$ cat config.mk
export PLATFORM = sky130hd
export DESIGN_NAME = mbtrain_substate_sequencer
export DESIGN_NICKNAME = d
export VERILOG_FILES = /design/src/rtl/mbtrain_substate_sequencer_pkg.sv /design/src/rtl/mbtrain_substate_sequencer_timeout_counter.sv /design/src/rtl/mbtrain_substate_sequencer.sv
export SDC_FILE = /design/constraint.sdc
export NUM_CORES = 1
export LEC_CHECK = 0
export CORE_MARGIN = 8
export CORE_UTILIZATION = 54
export DETAILED_ROUTE_END_ITERATION = 8
export GPL_TIMING_DRIVEN = 0
export HOLD_SLACK_MARGIN = 0.1
export PLACE_DENSITY = 0.84
export SYNTH_ARGS = -nofsm -noshare
export SYNTH_HDL_FRONTEND = slang
export SYNTH_SLANG_ARGS = --single-unit
$ cat constraint.sdc
create_clock -name clk -period 6.7 [get_ports clk]
set_clock_uncertainty 0.2 [all_clocks]
set_input_delay 2.01 -clock clk [delete_from_list [all_inputs] [get_ports clk]]
set_output_delay 2.01 -clock clk [all_outputs]
set_load 0.005 [all_outputs]
$ cat src/rtl/mbtrain_substate_sequencer_pkg.sv
`default_nettype none
//==============================================================================
// Module      : mbtrain_pkg
// Description : Shared definitions for the MBTRAIN sub-state sequencer:
//               FSM state encodings, sub-state index constants and the
//               sideband message code width.
// Revision    : 1.0 - initial release
//==============================================================================
package mbtrain_pkg;

  // Sequencer FSM states. The encoding is visible on o_state for debug.
  typedef enum logic [2:0] {
    ST_IDLE  = 3'd0,
    ST_RUN   = 3'd1,
    ST_GAP   = 3'd2,
    ST_DONE  = 3'd3,
    ST_ERROR = 3'd4
  } mbtrain_state_e;

  // Sub-state indices, in sequencing order.
  localparam int SUB_VALVREF        = 0;
  localparam int SUB_DATAVREF       = 1;
  localparam int SUB_SPEEDIDLE      = 2;
  localparam int SUB_TXSELFCAL      = 3;
  localparam int SUB_RXCLKCAL       = 4;
  localparam int SUB_VALTRAINCENTER = 5;

  // Width of a sideband message code.
  localparam int SB_MSG_W = 4;

endpackage : mbtrain_pkg
`default_nettype wire

$ cat src/rtl/mbtrain_substate_sequencer_timeout_counter.sv
`default_nettype none
//==============================================================================
// Module      : mbtrain_timeout_counter
// Description : Per-sub-state watchdog. Counts enabled cycles and flags when
//               the count reaches TIMEOUT_CYCLES-1. Saturates there.
// Ports       : clk, rst_n  - clock, asynchronous active-low reset
//               i_clr       - synchronous clear (wins over i_inc)
//               i_inc       - advance the count by one
//               o_expired   - count == TIMEOUT_CYCLES-1
// Revision    : 1.0 - initial release
//==============================================================================
module mbtrain_timeout_counter #(
  parameter int TIMEOUT_CYCLES = 800000,
  parameter int TW             = $clog2(TIMEOUT_CYCLES)
) (
  input  logic clk,
  input  logic rst_n,
  input  logic i_clr,
  input  logic i_inc,
  output logic o_expired
);

  localparam logic [TW-1:0] C_LAST = TW'(TIMEOUT_CYCLES - 1);

  logic [TW-1:0] r_count;
  logic          w_at_last;

  assign w_at_last = (r_count == C_LAST);
  assign o_expired = w_at_last;

  always_ff @(posedge clk or negedge rst_n) begin
    if (!rst_n) begin
      r_count <= '0;
    end else if (i_clr) begin
      r_count <= '0;
    end else if (i_inc && !w_at_last) begin
      r_count <= r_count + 1'b1;
    end
  end

endmodule : mbtrain_timeout_counter
`default_nettype wire

$ cat src/rtl/mbtrain_substate_sequencer.sv
`default_nettype none
//==============================================================================
// Module      : mbtrain_substate_sequencer
// Description : MBTRAIN controller. Enables the sub-state wrappers one at a
//               time in fixed order (VALVREF .. VALTRAINCENTER), watches each
//               for done / error / timeout, and arbitrates the single sideband
//               transmit path with a one-entry hold buffer.
// Ports       : clk, rst_n            - clock, asynchronous active-low reset
//               i_en                  - MBTRAIN entered; low aborts
//               i_sub_done/error      - per-sub-state status levels
//               i_sub_valid/msg       - per-sub-state sideband requests
//               i_busy                - sideband transmitter busy
//               o_sub_en              - one-hot wrapper enable
//               o_mainband_or_valtrain_test - VALVREF or VALTRAINCENTER active
//               o_sideband_message, o_valid - sideband message and strobe
//               o_done, o_error, o_timeout  - sequence outcome
//               o_sb_overflow         - sticky message-dropped flag
//               o_state               - FSM state for debug
// Revision    : 1.0 - initial release
//==============================================================================
module mbtrain_substate_sequencer
  import mbtrain_pkg::*;
#(
  parameter int N_SUB          = 6,
  parameter int TIMEOUT_CYCLES = 800000,
  parameter int TW             = $clog2(TIMEOUT_CYCLES)
) (
  input  logic                      clk,
  input  logic                      rst_n,
  input  logic                      i_en,
  input  logic [N_SUB-1:0]          i_sub_done,
  input  logic [N_SUB-1:0]          i_sub_error,
  input  logic [N_SUB-1:0]          i_sub_valid,
  input  logic [SB_MSG_W*N_SUB-1:0] i_sub_msg,
  input  logic                      i_busy,
  output logic [N_SUB-1:0]          o_sub_en,
  output logic                      o_mainband_or_valtrain_test,
  output logic [SB_MSG_W-1:0]       o_sideband_message,
  output logic                      o_valid,
  output logic                      o_done,
  output logic                      o_error,
  output logic                      o_timeout,
  output logic                      o_sb_overflow,
  output logic [2:0]                o_state
);

  localparam int IW = (N_SUB > 1) ? $clog2(N_SUB) : 1;
  localparam logic [IW-1:0] C_LAST_IDX = IW'(N_SUB - 1);

  mbtrain_state_e      r_state, w_state_nxt;
  logic [IW-1:0]       r_idx, w_idx_nxt;
  logic                w_timeout_hit;
  logic                w_expired;
  logic                w_tmr_clr, w_tmr_inc;
  logic                w_cur_done, w_cur_err, w_cur_valid;
  logic [SB_MSG_W-1:0] w_cur_msg;
  logic                w_accept;
  logic [N_SUB-1:0]    w_sub_en_nxt;
  logic                w_mb_nxt;

  logic [N_SUB-1:0]    r_sub_en;
  logic                r_mb;
  logic                r_done, r_error, r_timeout;
  logic [SB_MSG_W-1:0] r_msg;
  logic                r_valid;
  logic                r_ovf;
  logic                r_pend_vld;
  logic [SB_MSG_W-1:0] r_pend_msg;

  // Only the active sub-state's status and request lines are looked at.
  assign w_cur_done  = i_sub_done[r_idx];
  assign w_cur_err   = i_sub_error[r_idx];
  assign w_cur_valid = i_sub_valid[r_idx];
  assign w_cur_msg   = i_sub_msg[SB_MSG_W*int'(r_idx) +: SB_MSG_W];

  // Aborting cycles accept nothing: the buffer is being flushed anyway.
  assign w_accept = i_en && (r_state == ST_RUN) && w_cur_valid;

  //--------------------------------------------------------------------------
  // FSM: state register
  //--------------------------------------------------------------------------
  always_ff @(posedge clk or negedge rst_n) begin
    if (!rst_n) begin
      r_state <= ST_IDLE;
      r_idx   <= '0;
    end else begin
      r_state <= w_state_nxt;
      r_idx   <= w_idx_nxt;
    end
  end

  //--------------------------------------------------------------------------
  // FSM: next state
  //--------------------------------------------------------------------------
  always_comb begin
    w_state_nxt   = r_state;
    w_idx_nxt     = r_idx;
    w_timeout_hit = 1'b0;
    if (!i_en) begin
      w_state_nxt = ST_IDLE;
      w_idx_nxt   = '0;
    end else begin
      unique case (r_state)
        ST_IDLE: begin
          w_state_nxt = ST_RUN;
          w_idx_nxt   = '0;
        end
        ST_RUN: begin
          // error > done > timeout
          if (w_cur_err) begin
            w_state_nxt = ST_ERROR;
          end else if (w_cur_done) begin
            w_state_nxt = (r_idx == C_LAST_IDX) ? ST_DONE : ST_GAP;
          end else if (w_expired) begin
            w_state_nxt   = ST_ERROR;
            w_timeout_hit = 1'b1;
          end
        end
        ST_GAP: begin
          w_state_nxt = ST_RUN;
          w_idx_nxt   = r_idx + 1'b1;
        end
        ST_DONE, ST_ERROR: begin
          w_state_nxt = r_state;
        end
        default: begin
          w_state_nxt = ST_IDLE;
          w_idx_nxt   = '0;
        end
      endcase
    end
  end

  // Timer runs only while staying in RUN; any other state leaves it at zero,
  // so every RUN entry starts a fresh count.
  assign w_tmr_clr = !i_en || (r_state != ST_RUN);
  assign w_tmr_inc = (r_state == ST_RUN) && (w_state_nxt == ST_RUN);

  mbtrain_timeout_counter #(
    .TIMEOUT_CYCLES (TIMEOUT_CYCLES),
    .TW             (TW)
  ) u_timeout (
    .clk       (clk),
    .rst_n     (rst_n),
    .i_clr     (w_tmr_clr),
    .i_inc     (w_tmr_inc),
    .o_expired (w_expired)
  );

  //--------------------------------------------------------------------------
  // Registered status outputs, derived from the next state so they line up
  // with the state they describe.
  //--------------------------------------------------------------------------
  assign w_sub_en_nxt = (w_state_nxt == ST_RUN) ? (N_SUB'(1) << w_idx_nxt) : '0;
  assign w_mb_nxt     = (w_state_nxt == ST_RUN) &&
                        ((int'(w_idx_nxt) == SUB_VALVREF) ||
                         (int'(w_idx_nxt) == SUB_VALTRAINCENTER));

  always_ff @(posedge clk or negedge rst_n) begin
    if (!rst_n) begin
      r_sub_en  <= '0;
      r_mb      <= 1'b0;
      r_done    <= 1'b0;
      r_error   <= 1'b0;
      r_timeout <= 1'b0;
    end else begin
      r_sub_en  <= w_sub_en_nxt;
      r_mb      <= w_mb_nxt;
      r_done    <= (w_state_nxt == ST_DONE);
      r_error   <= (w_state_nxt == ST_ERROR);
      r_timeout <= i_en && (r_timeout || w_timeout_hit);
    end
  end

  //--------------------------------------------------------------------------
  // Sideband arbitration with a one-entry hold buffer. While an entry is
  // held, any new request is dropped, even in the cycle the entry drains.
  //--------------------------------------------------------------------------
  always_ff @(posedge clk or negedge rst_n) begin
    if (!rst_n) begin
      r_msg      <= '0;
      r_valid    <= 1'b0;
      r_ovf      <= 1'b0;
      r_pend_vld <= 1'b0;
      r_pend_msg <= '0;
    end else begin
      r_valid <= 1'b0;
      if (!i_en) begin
        r_pend_vld <= 1'b0;
      end else if (r_pend_vld) begin
        if (w_accept) begin
          r_ovf <= 1'b1;
        end
        if (!i_busy) begin
          r_msg      <= r_pend_msg;
          r_valid    <= 1'b1;
          r_pend_vld <= 1'b0;
        end
      end else if (w_accept) begin
        if (!i_busy) begin
          r_msg   <= w_cur_msg;
          r_valid <= 1'b1;
        end else begin
          r_pend_msg <= w_cur_msg;
          r_pend_vld <= 1'b1;
        end
      end
    end
  end

  assign o_sub_en                    = r_sub_en;
  assign o_mainband_or_valtrain_test = r_mb;
  assign o_sideband_message          = r_msg;
  assign o_valid                     = r_valid;
  assign o_done                      = r_done;
  assign o_error                     = r_error;
  assign o_timeout                   = r_timeout;
  assign o_sb_overflow               = r_ovf;
  assign o_state                     = r_state;

endmodule : mbtrain_substate_sequencer
`default_nettype wire

Yosys cells after proc, flatten, opt, wreduce, memory -nomap -nowiden
Cells that the tools add are included.
{ "totals": {"regBits": 47} }
{ "classes": {"magnitude_cmp": 1, "reduce_logical": 21, "n_eq_ne": 13, "addsub": 2, "mux": 34, "shifts": 2, "bitwise_logic": 1} }
{ "ops": {"columns": ["op", "n"], "rows": [
  ["$mux 20", 2],
  ["$shiftx 24x6->4", 1],
  ["$add 20x1->20 const B", 1],
  ["$eq 20x20->1 const B", 1],
  ["$mux 1", 17],
  ["$mux 4", 4],
  ["$mux 3", 5],
  ["$eq 3x3->1 const B", 4],
  ["$bmux 1 s3", 3],
  ["$eq 3x2->1 const B", 3],
  ["$pmux 3 s3", 1],
  ["$reduce_and 4->1", 2],
  ["$eq 3x1->1 const B", 2],
  ["$logic_and 1x1->1", 6],
  ["$logic_not 3->1", 2],
  ["$mux 6", 1],
  ["$pmux 3 s2", 1],
  ["$shl 1x3->6 const A", 1],
  ["$lt 3x4->1 const B", 1],
  ["$ne 2x2->1 const B", 2],
  ["$reduce_bool 2->1", 2],
  ["$reduce_or 2->1", 2],
  ["$add 3x1->3 const B", 1],
  ["$logic_or 1x1->1", 3],
  ["other kinds (5)", 6]
]} }

Depth between registers and ports, before layout
{ "depth": {"depth_word": 11, "depth_mapped": 8, "ltp_nobuf": 7} }

Cells and area by module
From an unflattened synthesis, not the netlist that was laid out.
{ "hier_totals": {"cells_unflattened": 265, "hier_area_um2": 2807.7} }
{ "by_module_without_submodules": {"columns": ["module", "cells_each", "instances", "area_each_um2"], "rows": [
  ["mbtrain_substate_sequencer", 152, 1, 1687.9],
  ["mbtrain_timeout_counter", 113, 1, 1119.8]
]} }

Worst setup path before layout
Ideal clock, no wire load.
{ "synth_timing": {"path_type": "input to register", "start": "in i_sub_done[2]", "end": "reg u_timeout.r_count[7]", "arrival_time_ps": 3584, "setup_ps": 78, "t_required_ps": 6422, "setup_slack_ps": 2838, "stages": 6, "path_cell_list": "mux2_2 a32oi_2 o31ai_2 o31a_4 or4_1 a21oi_1"} }
{ "synth_between": {"elab_chain_cells": 10} }
{ "synth_lines": {"columns": ["item", "line", "source"], "rows": [
  ["start, declared", "mbtrain_substate_sequencer.sv:31", "input logic [N_SUB-1:0] i_sub_done,"],
  ["$bmux 1 s3", "mbtrain_substate_sequencer.sv:71", "assign w_cur_done = i_sub_done[r_idx];"],
  ["$mux 1 (implied by the code)", "mbtrain_substate_sequencer.sv:71", null],
  ["$mux 3", "mbtrain_substate_sequencer.sv:112", "end else if (w_cur_done) begin"],
  ["$mux 3", "mbtrain_substate_sequencer.sv:110", "if (w_cur_err) begin"],
  ["$pmux 3 s3", "mbtrain_substate_sequencer.sv:103", "unique case (r_state)"],
  ["$mux 3", "mbtrain_substate_sequencer.sv:99", "if (!i_en) begin"],
  ["$eq 3x1->1", "mbtrain_substate_sequencer.sv:137", "assign w_tmr_inc = (r_state == ST_RUN) && (w_state_nxt == ST_RUN);"],
  ["$logic_and 1x1->1", "mbtrain_substate_sequencer.sv:137", null],
  ["$logic_and 1x1->1", "mbtrain_substate_sequencer_timeout_counter.sv:36", "end else if (i_inc && !w_at_last) begin"],
  ["$reduce_bool 2->1 (no source line)", null, null],
  ["end signal, assigned", "mbtrain_substate_sequencer_timeout_counter.sv:37", "r_count <= r_count + 1'b1;"],
  ["end, declared", "mbtrain_substate_sequencer_timeout_counter.sv:25", "logic [TW-1:0] r_count;"]
]} }
No other way between the ends. The select of a mux whose other input is x is not followed.
A chain may end at the register's enable or synchronous reset.

Worst setup path in the final report
{ "layout_timing": {"start": "in i_en", "end": "reg u_timeout.r_count[7]"} }
{ "layout_between": {"elab_chain_cells": 5} }
{ "layout_lines": {"columns": ["item", "line", "source"], "rows": [
  ["start, declared", "mbtrain_substate_sequencer.sv:30", "input logic i_en,"],
  ["$mux 3", "mbtrain_substate_sequencer.sv:99", null],
  ["$eq 3x1->1", "mbtrain_substate_sequencer.sv:137", null],
  ["$logic_and 1x1->1", "mbtrain_substate_sequencer.sv:137", null],
  ["$logic_and 1x1->1", "mbtrain_substate_sequencer_timeout_counter.sv:36", null],
  ["$reduce_bool 2->1 (no source line)", null, null]
]} }
Several ways; a longest one is shown, not always the timed one.

==> metrics <==
status=finished clean; mux cell area share after synthesis=12.9%; initial antenna violation count=0; multi-input logic area=1470 um^2; CTS max path bufs=2; Initial DRC Count=114; unrepaired setup endpoints after global routing=no; Starting Density=54.6%; Fill cells=411; drt total wl=7370 um; PwrDens=176 nW/um^2; simple-gate share of the synthesized area=23.6%; DIE WIDTH=87.2 um; final worst-path cycle share=66.2%; Arrival @ worst endpoint=4.45 ns; # rows=26; worst-path cell chain=clkdlybuf4s50_1 > nor2b_1 > clkbuf_1 > and3_1 > buf_1 > nand4_1 > or4_1 > a21oi_1; Crit Reg-Reg Startpoint=o_state[2]; CTS Buf Count=5; WP data required=6.72 ns; synthesized instance count=279; DIE AREA=7600 um^2; hold buffers post-CTS=0; HPWL Detailed=5860 um; largest net degree at the start of global routing=26; Final Util=71.4%; Hold Vio Cnt, Final=0; ANT cells=0; most frequent cell after synthesis=dfrtp_1; crit start category=primary input; Yosys top cell area share=43.0%; GRT Overall Usage=20.1%; Setup CP Type=in2reg; Critical Path Start=i_en; Ports=65; leakage=1.39 nW; vias per cell=5.85; # DRC=0; Sw Ratio=26.9%; max-cap viol count=0; Synth area leaders=dfrtp_1 43%, mux2_2 5.3%, a21oi_1 4.8%, mux4_2 4.1%, o21ai_0 3.8%; Synth area leader=dfrtp_1; largest family of logic cells by synthesized area=simple AND/OR/NAND/NOR gates; mapped cell area=2740 um^2; TritonCTS clock tree=done; Comb pwr share=22.0%; first-pass GRT wire length=12200 um; post_cts resized=0; Primary FF master, synth=dfrtp_1; Worst Hold Path EP=o_sb_overflow; Synth top cells by count=47 x dfrtp_1, 26 x a21oi_1, 22 x nor2_1; post-synthesis sequential area ratio=43.0%; core region area=5010 um^2; adder-cell share of the synthesized area=1.37%; number of flops mapped to enable cells by yosys=0; Flop pwr share=50.7%; Synth async-reset ratio=100%; library cells used by synthesis=49; crit path buf inv count=3; share of post-route cells with drive strength above 1=12.2%; worst-skew pair later-pin latency=0.30 ns; pre-CTS setup slack=2.00 ns; setup_tns=0 ns; clock power share=27.2%; Net Switching=0.170 mW; clk sinks=47; area grow syn2layout=30.7%; First-pass DRT Iterations=4; Max Clock Freq=226 MHz; Tightest Pin Transition=0.767 ns; post-synth net total=328; slew margin rel.=48.5%; CP max stage delay=0.65 ns; Sequential Area=1180 um^2; VDD IR max=126 uV; FF-to-FF path depth=8; Clk pin slew, worst setup/hold paths=0.09 ns; Synth Area in XOR/XNOR=0%; synthesized area per cell=9.81 um^2; HP Class=reg2reg; Root Buffer=clkbuf_8; Final setup viols=0; Crit-path slowest cell=clkdlybuf4s50_1; H-tree depth=2; post-route antenna net violation count=0; yosys warns=0; height of the die=87.2 um; Tmin final=4.43 ns; vias in the first global route=2502; IO buf count=64; hold-critical path depth=1; wire length per cell=17.5 um; HP Start=o_sb_overflow; via count=2469; Congestion Overflow GR=0; worst flop-to-flop path endpoint=u_timeout.r_count[7]; CP Max Fanout=9; internal reg-to-reg setup slack=4.04 ns; Final WS setup=2.27 ns; Worst setup EP type=flip-flop; critical path's top delay family=buffers and inverters; internal cell power=0.460 mW; Post-CTS Setup Inserts=0; Max Slew Vio Count=0; final net count=400; Seq cells post-synth=47; Final Wtd Congestion=0.859; Synth Area in Compound Gates=15.6%
[sequential cells by signal, summed over array words and instances (netlist names), 3 cells and up]
| signal | cells |
|---|---|
| u_timeout.r_count | 20 |
| o_sub_en | 6 |
| o_sideband_message | 4 |
| r_pend_msg | 4 |
| o_state | 3 |
| r_idx | 3 |
[cells in the final DEF, fill, tap and decap left out, types with 5 or more instances in the layout]
cell type	Yosys	final
clkdlybuf4s50_1	0	63
dfrtp_1	47	47
a21oi_1	26	26
nor2_1	22	22
o21ai_0	21	21
or3_1	16	16
mux2_2	13	13
nand2_1	12	12
nand4_1	9	9
nand3_1	9	9
clkbuf_1	8	8
mux2i_1	8	8
and3_1	8	8
inv_1	6	6
nor3_1	6	6
o31ai_1	6	6
nand2b_1	5	5
mux4_2	5	5
or4_1	5	5
clkbuf_8	0	5
[per-stage QoR]
stage | std cells | hold slack, ns | power, mW | area [um^2]
2_1_floorplan | 279 | 0.251 | 0.385 | 2740
4_1_cts | 422 | 0.275 | 0.637 | 3580
3_5_place_dp | 414 | 0.251 | 0.465 | 3490
6_report | 422 | 0.278 | 0.630 | 3580
3_3_place_gp | 413 | 0.246 | 0.458 | 3470
5_1_grt | 422 | 0.299 | 0.661 | 3580
[worst max-delay path by stage]
stage,to,cells past startpoint
2_1_floorplan,u_timeout.r_count[7],6
3_3_place_gp,u_timeout.r_count[7],8
3_5_place_dp,u_timeout.r_count[7],8
4_1_cts,u_timeout.r_count[7],8
5_1_grt,u_timeout.r_count[7],8
6_report,u_timeout.r_count[7],8
[power groups by stage]
stage | clock network (mW) | logic [mW] | registers, mW
after detailed placement | 0 | 0.140 | 0.326
after floorplan | 0 | 0.0602 | 0.324
after global placement | 0 | 0.134 | 0.324
after CTS | 0.176 | 0.140 | 0.320
final | 0.172 | 0.139 | 0.320
after global routing | 0.187 | 0.151 | 0.323
[layout make-up]
class | instances | share of cell area [%]
well taps | 70 | 2.45
clock inverters | 3 | 0.560
clock buffers | 5 | 1.92
inverters | 6 | 0.630
repair buffers | 65 | 18.5
multi-input cells | 213 | 41.0
plain buffers | 13 | 2.03
flip-flops and latches | 47 | 32.9
[logic make-up (layout without fill, tap and decap cells)]
family | after synthesis | after routing
fa+ha+maj | 3 | 3
compound gates | 69 | 69
buf+inv | 19 | 92
flops | 47 | 47
simple gates | 114 | 114
mux | 27 | 27
[layer usage]
metal	global-route usage, %	up-vias	wire length, um
li1	-	1188	-
met5	0	-	0
met3	4.53	6	477
met4	3.44	0	54
met1	24.6	1197	3260
met2	35.5	78	3580
[worst register-to-register path: stages, from the launching register on]
cell and delay (ns):
dfrtp_1 0.40, clkbuf_1 0.22, nor2b_1 0.15, clkbuf_1 0.33, and3_1 0.21, buf_1 0.31, nand4_1 0.19, or4_1 0.42
a21oi_1 0.17
Power figures use the tool's default switching activity.
